## src/rtl/dcache_mon_pkg.sv

```systemverilog
// dcache_mon_pkg: shared error/flush enums and default sizing for the dcache port monitor.
package dcache_mon_pkg;

    typedef enum logic [2:0] {
        ERR_NONE        = 3'd0,
        ERR_OVERFLOW    = 3'd1,
        ERR_SPURIOUS    = 3'd2,
        ERR_TIMEOUT     = 3'd3,
        ERR_REQ_DROP    = 3'd4,
        ERR_FLUSH_PROTO = 3'd5
    } err_code_e;

    typedef enum logic [1:0] {
        F_IDLE  = 2'd0,
        F_WAIT  = 2'd1,
        F_ACKED = 2'd2
    } flush_state_e;

    localparam int unsigned DEF_NR_PORTS        = 3;
    localparam int unsigned DEF_MAX_OUTSTANDING = 4;
    localparam int unsigned DEF_TS_WIDTH        = 16;
    localparam int unsigned DEF_CNT_WIDTH       = 32;
    localparam int unsigned DEF_TIMEOUT         = 1024;

endpackage

```

## src/rtl/dcache_port_monitor_if.sv

```systemverilog
// dcache_port_monitor_if: core<->dcache req/gnt/rvalid and flush handshake bundle.
interface dcache_port_monitor_if
    import dcache_mon_pkg::*;
#(
    parameter int unsigned NR_PORTS = DEF_NR_PORTS
) ();
    logic [NR_PORTS-1:0] req_valid;
    logic [NR_PORTS-1:0] req_we;
    logic [NR_PORTS-1:0] gnt;
    logic [NR_PORTS-1:0] rvalid;
    logic                flush;
    logic                flush_ack;

    modport master (output req_valid, req_we, gnt, rvalid, flush, flush_ack);
    modport slave  (input  req_valid, req_we, gnt, rvalid, flush, flush_ack);
endinterface

```

## src/rtl/dcache_mon_ts_fifo.sv

```systemverilog
// dcache_mon_ts_fifo: per-port FIFO of grant timestamps; push while full is accepted only with a pop.
module dcache_mon_ts_fifo
    import dcache_mon_pkg::*;
#(
    parameter int unsigned DEPTH = DEF_MAX_OUTSTANDING,
    parameter int unsigned W     = DEF_TS_WIDTH
) (
    input  logic                         clk_i,
    input  logic                         rst_ni,
    input  logic                         push_i,
    input  logic                         pop_i,
    input  logic [W-1:0]                 data_i,
    output logic [W-1:0]                 head_o,
    output logic                         full_o,
    output logic                         empty_o,
    output logic [$clog2(DEPTH+1)-1:0]   count_o
);
    localparam int unsigned AW = $clog2(DEPTH);
    localparam int unsigned CW = $clog2(DEPTH+1);

    logic [W-1:0]  mem_q [DEPTH];
    logic [AW-1:0] rd_q, wr_q;
    logic [CW-1:0] cnt_q;
    logic          do_push, do_pop;

    assign full_o  = cnt_q == CW'(DEPTH);
    assign empty_o = cnt_q == '0;
    assign head_o  = mem_q[rd_q];
    assign count_o = cnt_q;
    assign do_pop  = pop_i & ~empty_o;
    // When full, the slot being written is the head being popped this cycle.
    assign do_push = push_i & (~full_o | do_pop);

    always_ff @(posedge clk_i or negedge rst_ni) begin
        if (!rst_ni) begin
            mem_q <= '{default: '0};
            rd_q  <= '0;
            wr_q  <= '0;
            cnt_q <= '0;
        end else begin
            if (do_push) mem_q[wr_q] <= data_i;
            rd_q  <= rd_q + AW'(do_pop);
            wr_q  <= wr_q + AW'(do_push);
            cnt_q <= cnt_q + CW'(do_push) - CW'(do_pop);
        end
    end
endmodule

```

## src/rtl/dcache_port_monitor.sv

```systemverilog
// dcache_port_monitor: passive dcache port/flush protocol monitor with latency and error tracking.
// Define DCACHE_PORT_MONITOR_ASSERT_EN to also report every error event with $error.
module dcache_port_monitor
    import dcache_mon_pkg::*;
#(
    parameter int unsigned NR_PORTS        = DEF_NR_PORTS,
    parameter int unsigned MAX_OUTSTANDING = DEF_MAX_OUTSTANDING,
    parameter int unsigned TS_WIDTH        = DEF_TS_WIDTH,
    parameter int unsigned CNT_WIDTH       = DEF_CNT_WIDTH,
    parameter int unsigned TIMEOUT         = DEF_TIMEOUT
) (
    input  logic                                             clk_i,
    input  logic                                             rst_ni,
    dcache_port_monitor_if.slave                             bus,
    input  logic                                             err_clr_i,
    output logic [NR_PORTS*$clog2(MAX_OUTSTANDING+1)-1:0]    outstanding_o,
    output logic [CNT_WIDTH-1:0]                             rd_cnt_o,
    output logic [CNT_WIDTH-1:0]                             wr_cnt_o,
    output logic [TS_WIDTH-1:0]                              max_lat_o,
    output logic                                             err_o,
    output logic [2:0]                                       err_code_o,
    output logic [$clog2(NR_PORTS)-1:0]                      err_port_o
);
    localparam int unsigned CW = $clog2(MAX_OUTSTANDING+1);
    localparam int unsigned PW = $clog2(NR_PORTS);
    localparam int unsigned SW = CNT_WIDTH + 1;

    logic [TS_WIDTH-1:0] ts_q;
    logic [TS_WIDTH-1:0] head [NR_PORTS];
    logic [TS_WIDTH-1:0] age  [NR_PORTS];
    logic [NR_PORTS-1:0] ld, st, pop, full, empty;
    logic [NR_PORTS-1:0] ovf, spur, tmo, drop;
    logic [NR_PORTS-1:0] to_flag_q, to_flag_d, req_q, gnt_q;
    flush_state_e        fstate_q, fstate_d;
    logic                ack_q, flush_err;
    logic                ev_any;
    err_code_e           ev_code, err_code_q, err_code_d;
    logic [PW-1:0]       ev_port, err_port_q, err_port_d;
    logic                err_q, err_d;
    logic [SW-1:0]       rd_sum, wr_sum;
    logic [CNT_WIDTH-1:0] rd_cnt_q, rd_cnt_d, wr_cnt_q, wr_cnt_d;
    logic [TS_WIDTH-1:0] max_lat_q, max_lat_d;

    assign ld = bus.req_valid & bus.gnt & ~bus.req_we;
    assign st = bus.req_valid & bus.gnt &  bus.req_we;

    for (genvar p = 0; p < NR_PORTS; p++) begin : g_port
        dcache_mon_ts_fifo #(.DEPTH(MAX_OUTSTANDING), .W(TS_WIDTH)) u_fifo (
            .clk_i   (clk_i),
            .rst_ni  (rst_ni),
            .push_i  (ld[p]),
            .pop_i   (bus.rvalid[p]),
            .data_i  (ts_q),
            .head_o  (head[p]),
            .full_o  (full[p]),
            .empty_o (empty[p]),
            .count_o (outstanding_o[p*CW +: CW])
        );
        assign age[p]  = ts_q - head[p];
        assign pop[p]  = bus.rvalid[p] & ~empty[p];
        assign ovf[p]  = ld[p] & full[p] & ~pop[p];
        assign spur[p] = bus.rvalid[p] & empty[p];
        // Reported once per head entry; the flag re-arms when the head leaves.
        assign tmo[p]  = ~empty[p] & ~to_flag_q[p] & (age[p] > TS_WIDTH'(TIMEOUT));
        assign drop[p] = req_q[p] & ~gnt_q[p] & ~bus.req_valid[p];
    end

    assign to_flag_d = (to_flag_q | tmo) & ~pop;

    always_comb begin
        flush_err = (bus.flush_ack & ((fstate_q == F_IDLE) | ack_q)) | ((fstate_q == F_WAIT) & ~bus.flush);
        fstate_d  = fstate_q == F_IDLE ? (bus.flush ? F_WAIT : F_IDLE)
                  : fstate_q == F_WAIT ? (!bus.flush ? F_IDLE : bus.flush_ack ? F_ACKED : F_WAIT)
                  : (bus.flush ? F_ACKED : F_IDLE);
    end

    // Later assignments override earlier ones: lowest code, then lowest port, wins.
    always_comb begin
        ev_any  = |{ovf, spur, tmo, drop, flush_err};
        ev_code = flush_err ? ERR_FLUSH_PROTO : ERR_NONE;
        ev_port = '0;
        for (int p = NR_PORTS-1; p >= 0; p--) if (drop[p]) begin ev_code = ERR_REQ_DROP; ev_port = PW'(p); end
        for (int p = NR_PORTS-1; p >= 0; p--) if (tmo[p])  begin ev_code = ERR_TIMEOUT;  ev_port = PW'(p); end
        for (int p = NR_PORTS-1; p >= 0; p--) if (spur[p]) begin ev_code = ERR_SPURIOUS; ev_port = PW'(p); end
        for (int p = NR_PORTS-1; p >= 0; p--) if (ovf[p])  begin ev_code = ERR_OVERFLOW; ev_port = PW'(p); end
        err_d      = err_clr_i ? 1'b0 : err_q | ev_any;
        err_code_d = err_clr_i ? ERR_NONE : (!err_q && ev_any) ? ev_code : err_code_q;
        err_port_d = err_clr_i ? '0 : (!err_q && ev_any) ? ev_port : err_port_q;
    end

    always_comb begin
        rd_sum    = {1'b0, rd_cnt_q};
        wr_sum    = {1'b0, wr_cnt_q};
        max_lat_d = max_lat_q;
        for (int p = 0; p < NR_PORTS; p++) begin
            rd_sum = rd_sum + SW'(ld[p]);
            wr_sum = wr_sum + SW'(st[p]);
            if (pop[p] && age[p] > max_lat_d) max_lat_d = age[p];
        end
        rd_cnt_d = rd_sum[CNT_WIDTH] ? '1 : rd_sum[CNT_WIDTH-1:0];
        wr_cnt_d = wr_sum[CNT_WIDTH] ? '1 : wr_sum[CNT_WIDTH-1:0];
    end

    always_ff @(posedge clk_i or negedge rst_ni) begin
        if (!rst_ni) begin
            ts_q       <= '0;
            to_flag_q  <= '0;
            req_q      <= '0;
            gnt_q      <= '0;
            fstate_q   <= F_IDLE;
            ack_q      <= 1'b0;
            err_q      <= 1'b0;
            err_code_q <= ERR_NONE;
            err_port_q <= '0;
            rd_cnt_q   <= '0;
            wr_cnt_q   <= '0;
            max_lat_q  <= '0;
        end else begin
            ts_q       <= ts_q + 1'b1;
            to_flag_q  <= to_flag_d;
            req_q      <= bus.req_valid;
            gnt_q      <= bus.gnt;
            fstate_q   <= fstate_d;
            ack_q      <= bus.flush_ack;
            err_q      <= err_d;
            err_code_q <= err_code_d;
            err_port_q <= err_port_d;
            rd_cnt_q   <= rd_cnt_d;
            wr_cnt_q   <= wr_cnt_d;
            max_lat_q  <= max_lat_d;
        end
    end

    assign rd_cnt_o   = rd_cnt_q;
    assign wr_cnt_o   = wr_cnt_q;
    assign max_lat_o  = max_lat_q;
    assign err_o      = err_q;
    assign err_code_o = err_code_q;
    assign err_port_o = err_port_q;

`ifdef DCACHE_PORT_MONITOR_ASSERT_EN
    always @(posedge clk_i) begin
        if (rst_ni) begin
            for (int p = 0; p < NR_PORTS; p++) begin
                assert (!ovf[p])  else $error("dcache_port_monitor: code 1 port %0d ts %0d", p, ts_q);
                assert (!spur[p]) else $error("dcache_port_monitor: code 2 port %0d ts %0d", p, ts_q);
                assert (!tmo[p])  else $error("dcache_port_monitor: code 3 port %0d ts %0d", p, ts_q);
                assert (!drop[p]) else $error("dcache_port_monitor: code 4 port %0d ts %0d", p, ts_q);
            end
            assert (!flush_err) else $error("dcache_port_monitor: code 5 port 0 ts %0d", ts_q);
        end
    end
`endif
endmodule

```

## src/flat_wrapper.sv

```systemverilog
// flat-port wrapper written by rule: the top's interface ports become plain ports
module dcache_port_monitor_flat import dcache_mon_pkg::*;
#(
    parameter int unsigned NR_PORTS        = DEF_NR_PORTS,
    parameter int unsigned MAX_OUTSTANDING = DEF_MAX_OUTSTANDING,
    parameter int unsigned TS_WIDTH        = DEF_TS_WIDTH,
    parameter int unsigned CNT_WIDTH       = DEF_CNT_WIDTH,
    parameter int unsigned TIMEOUT         = DEF_TIMEOUT
)
  (clk_i, rst_ni, err_clr_i, outstanding_o, rd_cnt_o, wr_cnt_o, max_lat_o, err_o, err_code_o, err_port_o, bus_req_valid, bus_req_we, bus_gnt, bus_rvalid, bus_flush, bus_flush_ack);
  dcache_port_monitor_if #(.NR_PORTS(NR_PORTS)) bus_i ();
  input  logic clk_i;
  input  logic rst_ni;
  input  logic err_clr_i;
  output logic [NR_PORTS*$clog2(MAX_OUTSTANDING+1)-1:0] outstanding_o;
  output logic [CNT_WIDTH-1:0] rd_cnt_o;
  output logic [CNT_WIDTH-1:0] wr_cnt_o;
  output logic [TS_WIDTH-1:0] max_lat_o;
  output logic err_o;
  output logic [2:0] err_code_o;
  output logic [$clog2(NR_PORTS)-1:0] err_port_o;
  input wire logic [$bits(bus_i.req_valid)-1:0] bus_req_valid;
  input wire logic [$bits(bus_i.req_we)-1:0] bus_req_we;
  input wire logic [$bits(bus_i.gnt)-1:0] bus_gnt;
  input wire logic [$bits(bus_i.rvalid)-1:0] bus_rvalid;
  input wire logic [$bits(bus_i.flush)-1:0] bus_flush;
  input wire logic [$bits(bus_i.flush_ack)-1:0] bus_flush_ack;
  assign bus_i.req_valid = bus_req_valid;
  assign bus_i.req_we = bus_req_we;
  assign bus_i.gnt = bus_gnt;
  assign bus_i.rvalid = bus_rvalid;
  assign bus_i.flush = bus_flush;
  assign bus_i.flush_ack = bus_flush_ack;
  dcache_port_monitor #(.NR_PORTS(NR_PORTS), .MAX_OUTSTANDING(MAX_OUTSTANDING), .TS_WIDTH(TS_WIDTH), .CNT_WIDTH(CNT_WIDTH), .TIMEOUT(TIMEOUT)) u_core (.clk_i(clk_i), .rst_ni(rst_ni), .bus(bus_i), .err_clr_i(err_clr_i), .outstanding_o(outstanding_o), .rd_cnt_o(rd_cnt_o), .wr_cnt_o(wr_cnt_o), .max_lat_o(max_lat_o), .err_o(err_o), .err_code_o(err_code_o), .err_port_o(err_port_o));
endmodule
```

## config.mk

```make
export PLATFORM = sky130hd
export DESIGN_NAME = dcache_port_monitor_flat
export DESIGN_NICKNAME = d
export VERILOG_FILES = /design/src/rtl/dcache_mon_pkg.sv /design/src/rtl/dcache_port_monitor_if.sv /design/src/rtl/dcache_mon_ts_fifo.sv /design/src/rtl/dcache_port_monitor.sv /design/src/flat_wrapper.sv
export SDC_FILE = /design/constraint.sdc
export NUM_CORES = 1
export LEC_CHECK = 0
export BUFFER_PORTS_ARGS = -buffer_cell sky130_fd_sc_hd__buf_2
export CORE_UTILIZATION = 45
export DETAILED_ROUTE_END_ITERATION = 10
export HOLD_SLACK_MARGIN = 0.12
export SYNTH_ARGS = -nofsm -noshare
export SYNTH_HDL_FRONTEND = slang
export SYNTH_HIERARCHICAL = 1
export SYNTH_SLANG_ARGS = --single-unit
export TNS_END_PERCENT = 20
```

## constraint.sdc

```tcl
create_clock -name clk_i -period 16.5 [get_ports clk_i]
set_input_delay 3.3 -clock clk_i [delete_from_list [all_inputs] [get_ports clk_i]]
set_output_delay 3.3 -clock clk_i [all_outputs]
set_load 0.02 [all_outputs]
```

After elaboration in Yosys (flattened, before gate mapping)

Cells that the tools add are included.

Register bits: 327
Input port bits: 17
Output and inout port bits: 95
Logic and storage cells: 214

Add/sub/neg operators: 22
Order comparisons: 15
Equality and inequality tests: 4
Mux-type cells: 59
Bitwise gates (word level): 67
Reduce and logical (&&, ||, !) cells: 14

Operators with widths:

| cell                                                             | count |
|---|---|
| bitwise mux 64 bit                                               | 3 |
| two-way mux 16 bit                                               | 12 |
| adder 33 x 1 -> 33 bit                                           | 4 |
| binary-select mux 16 bit (select 2 bit)                          | 3 |
| demux 16 bit (select 2 bit)                                      | 3 |
| adder 32 x 1 -> 33 bit                                           | 2 |
| two-way mux 32 bit                                               | 2 |
| greater-than comparator 16 x 11 -> 1 bit (second input constant) | 3 |
| greater-than comparator 16 bit                                   | 3 |
| subtractor 16 bit                                                | 3 |
| two-way mux 3 bit                                                | 15 |
| two-way mux 2 bit                                                | 19 |
| bitwise AND 1 bit                                                | 29 |
| NOT 1 bit                                                        | 19 |
| greater-or-equal comparator 3 bit (second input constant)        | 6 |
| NOT 2 -> 3 bit                                                   | 6 |
| adder 16 x 1 -> 16 bit (second input constant)                   | 1 |
| OR reduction 13 bit                                              | 1 |
| adder 2 x 1 -> 2 bit                                             | 6 |
| bitwise AND 3 bit                                                | 4 |
| adder 3 x 1 -> 3 bit                                             | 3 |
| equality test 3 bit (second input constant)                      | 3 |
| logical NOT 3 bit                                                | 3 |
| < comparator 3 x 1 -> 1 bit (second input constant)              | 3 |
| 10 further kinds                                                 | 25 |

Longest topological paths before layout

Gate-level depths: netlist (run 1).

Depth after elaboration: 19
Mapped depth: 43
Gate-level depth less buffers: 38

Cells and area by module

The synthesis (run 1) kept the hierarchy.

By module, submodules not included:

| module                                        | times used | cells each | area an instance (um^2) | sequential area each (um^2) |
|---|---|---|---|---|
| dcache_port_monitor                           | 1          | 1166       | 9938.3                  | 2852.7 |
| dcache_mon_ts_fifo at u_core.g_port[1].u_fifo | 1          | 185        | 3215.6                  | 1776.7 |
| dcache_mon_ts_fifo at u_core.g_port[0].u_fifo | 1          | 182        | 3189.3                  | 1776.7 |
| dcache_mon_ts_fifo at u_core.g_port[2].u_fifo | 1          | 184        | 3179.3                  | 1776.7 |

Worst setup path after synthesis (run 1)

Ideal clock, no wire load.

Path kind: input to register
From: input port bus_rvalid[0]
To: register u_core.max_lat_q[6], in the netlist u_core/max_lat_o[6]
Arrival: 8577 ps
Required time: 16377 ps
Slack: 7800 ps
Cell stages on the path: 27
Path buffers: 4
Cells stage by stage: nand2b_1 a21oi_1 o21a_1 clkbuf_1 clkbuf_1 mux2i_1 ha_1 a21o_1 a21oi_1 o21ai_0 a21o_1 a21oi_1 nand3_1 nand2_1 buf_1 a21oi_1 ha_1 nor2b_1 o21a_1 o21a_1 o21a_1 o21ai_0 a21oi_1 o21ai_1 clkbuf_1 nand2_1 o221a_2

Longest elaborated chain between the ends: 9

RTL lines:

| what                           | line                       | RTL |
|---|---|---|
| start, declared                | flat_wrapper.sv:25         | `input wire logic [$bits(bus_i.rvalid)-1:0] bus_rvalid;` |
| bitwise AND 1 bit (*)          | dcache_port_monitor.sv:60  | `assign pop[p] = bus.rvalid[p] & ~empty[p];` |
| logical AND 1 bit (*)          | dcache_port_monitor.sv:98  | `if (pop[p] && age[p] > max_lat_d) max_lat_d = age[p];` |
| two-way mux 16 bit (*)         | dcache_port_monitor.sv:98  |  |
| greater-than comparator 16 bit | dcache_port_monitor.sv:98  |  |
| logical AND 1 bit              | dcache_port_monitor.sv:98  |  |
| two-way mux 16 bit (*)         | dcache_port_monitor.sv:98  |  |
| greater-than comparator 16 bit | dcache_port_monitor.sv:98  |  |
| logical AND 1 bit              | dcache_port_monitor.sv:98  |  |
| two-way mux 16 bit (*)         | dcache_port_monitor.sv:98  |  |
| named net u_core.max_lat_d[6]  | dcache_port_monitor.sv:42  | `logic [TS_WIDTH-1:0] max_lat_q, max_lat_d;` |
| end signal, assigned           | dcache_port_monitor.sv:130 | `max_lat_q <= max_lat_d;` |
| end, declared                  | dcache_port_monitor.sv:42  |  |

Mark *: on every way through the listed nets, which the timed path passes. The rest lies on a longest branch.
A chain may end at the register's enable or synchronous reset.

==> results of run 1 <==
power groups by stage:
stage	Sequential (mW)	Combinational, mW	Clock [mW]
after detailed placement	1.14	2.70	0
after global placement	1.13	2.67	0
final	1.13	2.73	0.834
after global routing	1.15	3.01	0.887
after floorplan	1.13	1.98	0
after CTS	1.13	2.71	0.856
logic make-up after synthesis:
family	Yosys count	share of synthesized area, %
xor+xnor	106	4.76
buf+inv	162	3.80
flops	327	41.9
simple gates	466	13.0
compound gates	274	10.1
fa+ha+maj	117	7.88
mux	265	18.5
state kept, by name, summed over array words and instances, names as in the netlist:
name                          cells
u_core/g_port.u_fifo/wr_q         6
u_core/max_lat_o                 16
u_core/err_port_o                 2
u_core/fstate_q                   2
u_core/err_o                      1
u_core/g_port.u_fifo/count_o      9
u_core/to_flag_q                  3
u_core/gnt_q                      3
u_core/g_port.u_fifo/rd_q         6
u_core/ack_q                      1
u_core/rd_cnt_o                  32
u_core/wr_cnt_o                  32
u_core/ts_q                      16
u_core/g_port.u_fifo/mem_q      192
u_core/err_code_o                 3
u_core/req_q                      3
cells in the mapped netlist (20+ instances only):
| master | number |
|---|---|
| nand4_1 | 29 |
| mux4_2 | 48 |
| mux2_2 | 163 |
| clkbuf_1 | 28 |
| nand2_1 | 124 |
| nand2b_1 | 20 |
| a21o_1 | 31 |
| and3_1 | 23 |
| ha_1 | 107 |
| nand3_1 | 44 |
| xor2_1 | 56 |
| nor3_1 | 24 |
| xnor2_1 | 50 |
| inv_1 | 104 |
| a21oi_1 | 66 |
| o21ai_0 | 40 |
| o21a_1 | 21 |
| mux2_4 | 30 |
| nor2_1 | 86 |
| dfrtp_1 | 327 |
metrics by stage:
step / instances / hold WS [ps] / utilization, % / total power [mW] / setup slack [ps]
after floorplan: 1717 / 453 / - / 3.12 / 7800
after global placement: 2381 / 462 / 49.0 / 3.81 / 6950
after detailed placement: 2381 / 474 / 49.0 / 3.84 / 6830
after CTS: 2443 / 487 / 51.9 / 4.70 / 6760
after global routing: 2443 / 502 / 51.9 / 5.05 / 5930
final: 2443 / 485 / 51.9 / 4.69 / 6650
final timing paths:
check | start | to | slack [ps]
worst max-delay path | u_core/g_port[0].u_fifo/rd_q[1] | u_core/max_lat_o[3] | 6650
worst min-delay path | u_core/g_port[2].u_fifo/mem_q[34] | u_core/g_port[2].u_fifo/mem_q[34] | 480
worst max register to register | u_core/g_port[0].u_fifo/rd_q[1] | u_core/max_lat_o[3] | 6650
worst min register to register | u_core/g_port[2].u_fifo/mem_q[34] | u_core/g_port[2].u_fifo/mem_q[34] | 480
max in group asynchronous | rst_ni | u_core/wr_cnt_o[24] | 11290
min in group asynchronous | rst_ni | u_core/g_port[1].u_fifo/mem_q[28] | 2780
final cells by class:
type / count / area share (%)
multi-input combinational: 1228 / 48.4
sequential: 327 / 37.2
clock buffer: 50 / 4.76
timing repair buffer: 144 / 3.70
tap: 577 / 3.29
inverter: 105 / 1.79
clock inverter: 12 / 0.775
layer usage:
layer | wire length [um] | vias to the layer above | track usage [%]
met5 | 0 | - | 0
met4 | 1560 | 0 | 7.88
met3 | 2220 | 78 | 3.49
met2 | 22800 | 321 | 35.8
met1 | 24200 | 7009 | 34.4
li1 | - | 6503 | -
==> flow_summary_export.csv, run 1 <==
group,metric,value,unit
status,status,"finished clean",
worst_setup_path,cp_top_family,"compound AO/OA/AOI/OAI gates",
die,die_h,210,um
cts,cts_setup_buffers,0,
die,core_area,42300,um^2
worst_setup_path,cp_slowest_stage_delay,860,ps
synth,synth_cells,1717,
worst_setup_path,worstSetupPathType,"flop to flop",
timing,hold_viol,0,
min_path,holdPathStages,1,
drt,drt_iter0_markers,910,
cells_and_area,nets,1977,
worst_setup_path,cp_num_buf_inv,1,
synth,synth_area,19500,um^2
timing,slew_violations,0,
pwr,p_sw,2.07,mW
placed_design,gp_congestion,0.928,
synth,synth_top_area_share,41.9,%
cells_and_area,ff_latch_area,8180,um^2
cts,clockBufferDepth,3,
timing,worstMarginPinSlew,1230,ps
pwr,pwr-share-seq,24.0,%
global_route,antenna_found_initial,0,
timing,fmax,0.102,GHz
synth,synth_area_per_cell,11.4,um^2
cells_and_area,drive_gt1_share,26.2,%
min_path,hp-class,"flop to flop",
cells_and_area,design_area,22000,um^2
cells_and_area,final_cell_mix,"dfrtp_1, mux2_2, nand2_1, buf_2, ha_1",
cells_and_area,synthToLayoutAreaGrowth,12.5,%
cells_and_area,multiInputGateArea,10600,um^2
worst_setup_path,arrival,10280,ps
synth,seq_area_frac_synth,41.9,%
pwr,irDropWorstVdd,0.000116,V
global_route,grt_pass1_vias,13900,
synth,async_reset_ff_share,100,%
worst_setup_path,worst_setup_path_end_kind,"flop",
cts,cts_tree,"done",
timing,rsz0062_at_grt,"no",
cts,clk_root_buffer_cell,"clkbuf_16",
worst_setup_path,start_kind,"flop",
timing,tns,0,ps
cells_and_area,fillCellCount,3774,
pwr,power.share.switching,44.1,%
pwr,combPwrFrac,58.2,%
die,initial_utilization,46.1,%
timing,relSlewSlack,17.5,%
cells_and_area,num_antenna_cells,0,
die,pin_count,112,
global_route,grt_pass1_wl,80.4,mm
pwr,p_leak,10.7,nW
die,rows,75,
placed_design,io_buffer_count,111,
timing,setup_viol,0,
global_route,grt.overflow.total,0,
synth,yosysTopAreaCell,"dfrtp_1",
worst_setup_path,cp.depth,34,
drt,vias,13900,
drt,drcViolationCount,0,
cells_and_area,mostFrequentLayoutCell,"dfrtp_1",
cts,clock_latency,570,ps
drt,ant_nets,0,
placed_design,dpl_cell_area,20800,um^2
timing,fin_crit,9850,ps
pwr,power.density,214,nW/um^2
drt,post_drt_wl_per_cell,20.8,um
global_route,grt_max_degree,109,
cts,hold_buffers,0,
job,cap_violations,0,
synth,synth.ff_latch_count,327,
placed_design,dp.final_hpwl,36.4,mm
timing,post-route-period-util,59.7,%
worst_setup_path,cp_max_fo,18,
cts,numCtsBuffers,37,
synth,synth_edf_count,0,
drt,totalWireLength,50.7,mm
cts,cts.clk_slew.worst_paths,60,ps
cts,cts.sinks,327,
timing,skew,40.6,ps
cts,h-tree-depth,2,
pwr,p_clk_share,17.8,%
synth,synth.area.top_cells,"dfrtp_1, mux2_2, ha_1",
global_route,track_usage,23.5,%
synth,synth_cell_types,92,
die,die_w,210,um
worst_setup_path,required,16940,ps
synth,yosysWarnings,6,
drt,drt_pass1_iterations,5,
die,die_area,44200,um^2
cts,postCtsResizedCells,0,
worst_setup_path,rr_worst_depth,34,
synth,yosys_most_used_dff,"dfrtp_1",
pwr,internal-power,2.62,mW
drt,via_per_inst,5.69,
synth,synth_fp_nets,1851,
worst_setup_path,crit_path_top_delay_cell,"dfrtp_1",
(Power assumes the default switching activity.)
==> run 2, diff against run 1 <==
==> constraint.sdc (replaced) <==
create_clock -name clk_i -period 9.2 [get_ports clk_i]
set_input_delay 1.84 -clock clk_i [delete_from_list [all_inputs] [get_ports clk_i]]
set_output_delay 1.84 -clock clk_i [all_outputs]
set_load 0.02 [all_outputs]
==> run 2 against run 1 <==
Global-route usage down 0.25 points. Worst setup slack got worse by 6100 ps. Cell area up 1.2%. Largest power group unchanged. Worst hold slack worse by 1.9 ps. Non-clock buffer count increased by 17.
==> flow_summary_export.csv, run 2 (same netlist as run 1, synthesis figures left out) <==
group,metric,value,unit
cts,hold_buffers,0,
worst_setup_path,r2r_slack,590,ps
drt,drt_iter0_markers,932,
drt,ant_nets,0,
timing,fmax,0.116,GHz
worst_setup_path,r2r-end,"u_core/max_lat_o[4]",
timing,relSlewSlack,28.4,%
cells_and_area,largest_register_ffs,192,
cts,cts.sinks,327,
global_route,track_usage,23.3,%
drt,via_per_inst,5.66,
timing,tns,0,ps
min_path,min_to,"u_core/g_port[2].u_fifo/mem_q[40]",
placed_design,dpl_cell_area,20900,um^2
status,status,"finished clean",
timing,hold_viol,0,
timing,skew,14.4,ps
pwr,power.density,389,nW/um^2
worst_setup_path,r2r_start,"u_core/g_port[0].u_fifo/rd_q[1]",
pwr,pwr-share-seq,23.5,%
pwr,power.share.switching,43.6,%
drt,totalWireLength,50.3,mm
die,pin_count,112,
cts,clk_root_buffer_cell,"clkbuf_16",
worst_setup_path,required,9640,ps
min_path,holdCritStartpoint,"u_core/g_port[2].u_fifo/mem_q[40]",
die,die_h,210,um
cts,clockBufferDepth,3,
die,core_area,42300,um^2
cts,cts.clk_slew.worst_paths,60,ps
timing,fin_crit,8610,ps
cells_and_area,design_area,22200,um^2
job,cap_violations,0,
timing,slew_violations,0,
cells_and_area,num_antenna_cells,0,
die,die_w,210,um
cells_and_area,mostFrequentLayoutCell,"dfrtp_1",
worst_setup_path,crit_path_top_delay_cell,"dfrtp_1",
pwr,p_clk_share,18.6,%
pwr,p_sw,3.76,mW
min_path,hp-class,"flop to flop",
worst_setup_path,cp_num_buf_inv,5,
cells_and_area,final_cell_mix,"dfrtp_1, mux2_2, nand2_1, buf_2, ha_1",
worst_setup_path,cp_slowest_stage_delay,640,ps
timing,rsz0062_at_grt,"no",
worst_setup_path,start_kind,"flop",
worst_setup_path,worst_setup_path_end_kind,"flop",
pwr,irDropWorstVdd,0.000248,V
global_route,grt_pass1_vias,13800,
pwr,combPwrFrac,57.9,%
cells_and_area,nets,1995,
placed_design,dp.final_hpwl,36.1,mm
cts,numCtsBuffers,38,
timing,post-route-period-util,93.5,%
min_path,holdPathStages,1,
cells_and_area,synthToLayoutAreaGrowth,13.9,%
cts,clock_latency,560,ps
global_route,grt_max_degree,145,
worst_setup_path,cp_max_fo,15,
worst_setup_path,arrival,9040,ps
placed_design,io_buffer_count,111,
drt,post_drt_wl_per_cell,20.4,um
placed_design,gp_congestion,0.911,
worst_setup_path,cp_top_family,"compound AO/OA/AOI/OAI gates",
timing,worstMarginPinSlew,1070,ps
cts,cts_tree,"done",
die,die_area,44200,um^2
worst_setup_path,cp_common_cell,"a21oi_1",
pwr,internal-power,4.88,mW
worst_setup_path,worstSetupPathType,"flop to flop",
timing,setup_viol,0,
drt,drt_pass1_iterations,5,
cts,h-tree-depth,2,
cells_and_area,drive_gt1_share,27.3,%
global_route,antenna_found_initial,0,
die,rows,75,
worst_setup_path,rr_worst_depth,38,
pwr,p_leak,10.8,nW
global_route,grt_pass1_wl,79.7,mm
global_route,grt.overflow.total,0,
drt,vias,14000,
drt,drcViolationCount,0,
die,initial_utilization,46.1,%
cells_and_area,top_register,"u_core/g_port.u_fifo/mem_q",
run 2: cell types whose count changed in the layout (fill, tap and decap cells not counted), moves of 2 or more:
| cell | before | now |
|---|---|---|
| clkinv_2 | 4 | 6 |
| buf_6 | 0 | 2 |
| clkinv_4 | 1 | 3 |
| clkbuf_8 | 5 | 7 |
| buf_4 | 33 | 47 |
| bufinv_16 | 3 | 5 |
run 2: power groups by stage:
stage,Combinational (mW),Sequential [mW],Clock (mW)
6_report,5.01,2.03,1.60
5_1_grt,5.50,2.08,1.71
4_1_cts,4.94,2.04,1.65
3_5_place_dp,4.92,2.06,0
3_3_place_gp,4.84,2.04,0
2_1_floorplan,3.55,2.03,0
run 2: area by class of cell:
class / instances / area, um^2
well taps: 577 / 722
clock buffers: 52 / 1070
flip-flops and latches: 327 / 8180
clock inverters: 18 / 273
repair buffers: 161 / 961
multi-input cells: 1228 / 10600
inverters: 105 / 394
fillers: 3668 / 20100
run 2: routing by layer:
layer  wire length [um]  GRT usage (%)  vias up  part of all wire, %
met3               2280           3.68       55                  4.5
met5                  0              0        -                    0
met1              24300           34.3     7050                   48
met4                848           5.54        0                  1.7
met2              22900           36.0      312                   46
li1                   -              -     6546                    -
run 2: timing repair:
item | in CTS | in global routing
setup endpoints to repair | 0 | 16
buffers inserted | 0 | 4
resized for setup | 0 | 5
run 2: per-stage QoR:
stage	worst slack, ps	power (mW)	hold WS (ps)	cells	utilization (%)
5_1_grt	6.16	9.28	497	2468	52.5
6_report	595	8.64	483	2468	52.5
3_5_place_dp	215	6.98	474	2394	49.3
4_1_cts	176	8.63	488	2464	52.4
3_3_place_gp	444	6.89	462	2394	49.3
2_1_floorplan	532	5.59	453	1717	-
run 2: how the worst max path moves through the flow:
stage	from	end	slack, ps	cells after the start
CTS	u_core/g_port[0].u_fifo/rd_q[0]	u_core/max_lat_o[4]	180	38
detailed placement	u_core/g_port[0].u_fifo/rd_q[0]	u_core/max_lat_o[4]	210	38
finish	u_core/g_port[0].u_fifo/rd_q[1]	u_core/max_lat_o[4]	590	38
floorplan	u_core/g_port[0].u_fifo/rd_q[0]	u_core/max_lat_o[6]	530	39
global placement	u_core/g_port[0].u_fifo/rd_q[0]	u_core/max_lat_o[14]	440	38
global route	u_core/g_port[0].u_fifo/rd_q[1]	u_core/max_lat_o[8]	6	40
==> run 3, diff against run 2 <==
--- a/config.mk
+++ b/config.mk
@@ -5,10 +5,12 @@
 export SDC_FILE = /design/constraint.sdc
 export NUM_CORES = 1
 export LEC_CHECK = 0
+export ABC_CLOCK_PERIOD_IN_PS = 9200
 export BUFFER_PORTS_ARGS = -buffer_cell sky130_fd_sc_hd__buf_2
 export CORE_UTILIZATION = 45
 export DETAILED_ROUTE_END_ITERATION = 10
 export HOLD_SLACK_MARGIN = 0.12
+export RECOVER_POWER = 25
 export SYNTH_ARGS = -nofsm -noshare
 export SYNTH_HDL_FRONTEND = slang
 export SYNTH_HIERARCHICAL = 1
==> run 3 against run 2 <==
First-iteration DRC count increased by 8.7%. Routed wire length decreased by 0.23%. Non-clock buffer count unchanged. Core utilization decreased by 0.14 points. Clock skew about the same. The run now ends with max-capacitance violations, max-slew violations left. Clock-buffer cell count unchanged.
==> flow_summary_export.csv, run 3 (same netlist as run 1, synthesis figures left out) <==
group,metric,value,unit
timing,fmax,0.116,GHz
global_route,grt.overflow.total,0,
pwr,power.density,389,nW/um^2
cts,cts.sinks,327,
cells_and_area,multiInputGateArea,10600,um^2
worst_setup_path,r2r_slack,580,ps
timing,worstMarginPinSlew,6050,ps
timing,setup_viol,0,
cells_and_area,ff_latch_area,8180,um^2
placed_design,dp.final_hpwl,36.1,mm
min_path,hp-class,"flop to flop",
placed_design,dpl_cell_area,20900,um^2
pwr,p_clk_share,18.6,%
cells_and_area,top_register,"u_core/g_port.u_fifo/mem_q",
drt,vias,13900,
pwr,total_power,8.64,mW
pwr,combPwrFrac,57.9,%
cells_and_area,num_antenna_cells,0,
pwr,p_leak,10.8,nW
cts,clk_root_buffer_cell,"clkbuf_16",
worst_setup_path,cp_top_family,"compound AO/OA/AOI/OAI gates",
global_route,track_usage,23.3,%
die,initial_utilization,46.1,%
worst_setup_path,crit_path_top_delay_cell,"dfrtp_1",
die,core_area,42300,um^2
drt,totalWireLength,50.2,mm
worst_setup_path,r2r_start,"u_core/g_port[0].u_fifo/rd_q[1]",
timing,rsz0062_at_grt,"no",
drt,post_drt_wl_per_cell,20.3,um
die,die_area,44200,um^2
worst_setup_path,cp_max_fo,15,
worst_setup_path,cp_common_cell,"a21oi_1",
timing,relSlewSlack,-304,%
pwr,power.share.switching,43.6,%
worst_setup_path,cp_slowest_stage_delay,640,ps
status,failed_checks,"max-capacitance violations, max-slew violations",
cells_and_area,final_cell_mix,"dfrtp_1, mux2_2, nand2_1, ha_1, inv_1",
global_route,antenna_found_initial,0,
placed_design,io_buffer_count,111,
status,status,"finished with violations",
timing,post-route-period-util,93.7,%
cells_and_area,drive_gt1_share,26.4,%
die,rows,75,
cts,hold_buffers,0,
cells_and_area,mostFrequentLayoutCell,"dfrtp_1",
min_path,min_to,"u_core/g_port[2].u_fifo/mem_q[40]",
drt,via_per_inst,5.64,
placed_design,gp_congestion,0.911,
worst_setup_path,worstSetupPathType,"flop to flop",
timing,skew,14.3,ps
global_route,grt_pass1_vias,13800,
cts,clockBufferDepth,3,
die,die_h,210,um
cells_and_area,largest_register_ffs,192,
worst_setup_path,start_kind,"flop",
cells_and_area,nets,1995,
cells_and_area,synthToLayoutAreaGrowth,13.6,%
drt,drcViolationCount,0,
drt,drt_pass1_iterations,5,
pwr,pwr-share-seq,23.5,%
job,cap_violations,3,
die,pin_count,112,
cts,h-tree-depth,2,
worst_setup_path,worst_setup_path_end_kind,"flop",
cts,clock_latency,560,ps
cts,cts_tree,"done",
worst_setup_path,arrival,9060,ps
pwr,internal-power,4.87,mW
cells_and_area,stdcell_count,2468,
worst_setup_path,rr_worst_depth,38,
timing,tns,0,ps
drt,ant_nets,0,
timing,fin_crit,8620,ps
global_route,grt_max_degree,145,
cts,cts.clk_slew.worst_paths,60,ps
worst_setup_path,required,9640,ps
timing,hold_viol,0,
pwr,p_sw,3.76,mW
min_path,holdCritStartpoint,"u_core/g_port[2].u_fifo/mem_q[40]",
drt,drt_iter0_markers,1013,
worst_setup_path,r2r-end,"u_core/max_lat_o[4]",
cts,numCtsBuffers,38,
cells_and_area,fillCellCount,3687,
placed_design,place_inst,2394,
global_route,grt_pass1_wl,79.7,mm
pwr,irDropWorstVdd,0.000250,V
min_path,holdPathStages,1,
timing,slew_violations,122,
die,die_w,210,um
worst_setup_path,cp_num_buf_inv,5,
cells_and_area,design_area,22200,um^2
run 3: changes by cell type in the layout (fill, tap and decap cells not counted), sizes merged:
cell    delta
buf       -13
clkbuf    +13
run 3: what timing repair did:
item / 4_1_cts / 5_1_grt
hold endpoints to repair: 0 / 0
endpoints found under the setup margin: 0 / 16
resized for setup: 0 / 5
setup buffers: 0 / 4
run 3: per-stage QoR:
step	setup slack (ps)	hold WS [ps]	util [%]
after global routing	6.15	497	52.4
after floorplan	532	453	-
after global placement	444	462	49.3
after detailed placement	215	474	49.3
after CTS	176	488	52.4
final	583	483	52.4
run 3: final cells by class:
| class | instances | area share, % |
|---|---|---|
| repair buffers | 161 | 4.19 |
| inverters | 105 | 1.78 |
| clock buffers | 52 | 4.84 |
| multi-input cells | 1228 | 47.8 |
| flip-flops and latches | 327 | 36.9 |
| clock inverters | 18 | 1.23 |
| well taps | 577 | 3.26 |
run 3: power groups by stage:
stage	sequential (mW)	clock (mW)	combinational, mW
finish	2.03	1.60	5.00
detailed placement	2.06	0	4.92
floorplan	2.03	0	3.55
CTS	2.04	1.65	4.94
global route	2.07	1.71	5.49
global placement	2.04	0	4.84
run 3: worst max-delay path by stage:
stage | cells after the start | start | to | slack, ps
final | 38 | u_core/g_port[0].u_fifo/rd_q[1] | u_core/max_lat_o[4] | 580
after global routing | 40 | u_core/g_port[0].u_fifo/rd_q[1] | u_core/max_lat_o[8] | 6
after CTS | 38 | u_core/g_port[0].u_fifo/rd_q[0] | u_core/max_lat_o[4] | 180
after detailed placement | 38 | u_core/g_port[0].u_fifo/rd_q[0] | u_core/max_lat_o[4] | 210
after global placement | 38 | u_core/g_port[0].u_fifo/rd_q[0] | u_core/max_lat_o[14] | 440
after floorplan | 39 | u_core/g_port[0].u_fifo/rd_q[0] | u_core/max_lat_o[6] | 530
run 3: metal layers:
| metal | wire, um | share of wire [%] | GRT usage [%] |
|---|---|---|---|
| met3 | 2440 | 4.9 | 3.68 |
| met2 | 22700 | 45 | 36.0 |
| met1 | 24200 | 48 | 34.3 |
| met5 | 0 | 0 | 0 |
| met4 | 890 | 1.8 | 5.54 |
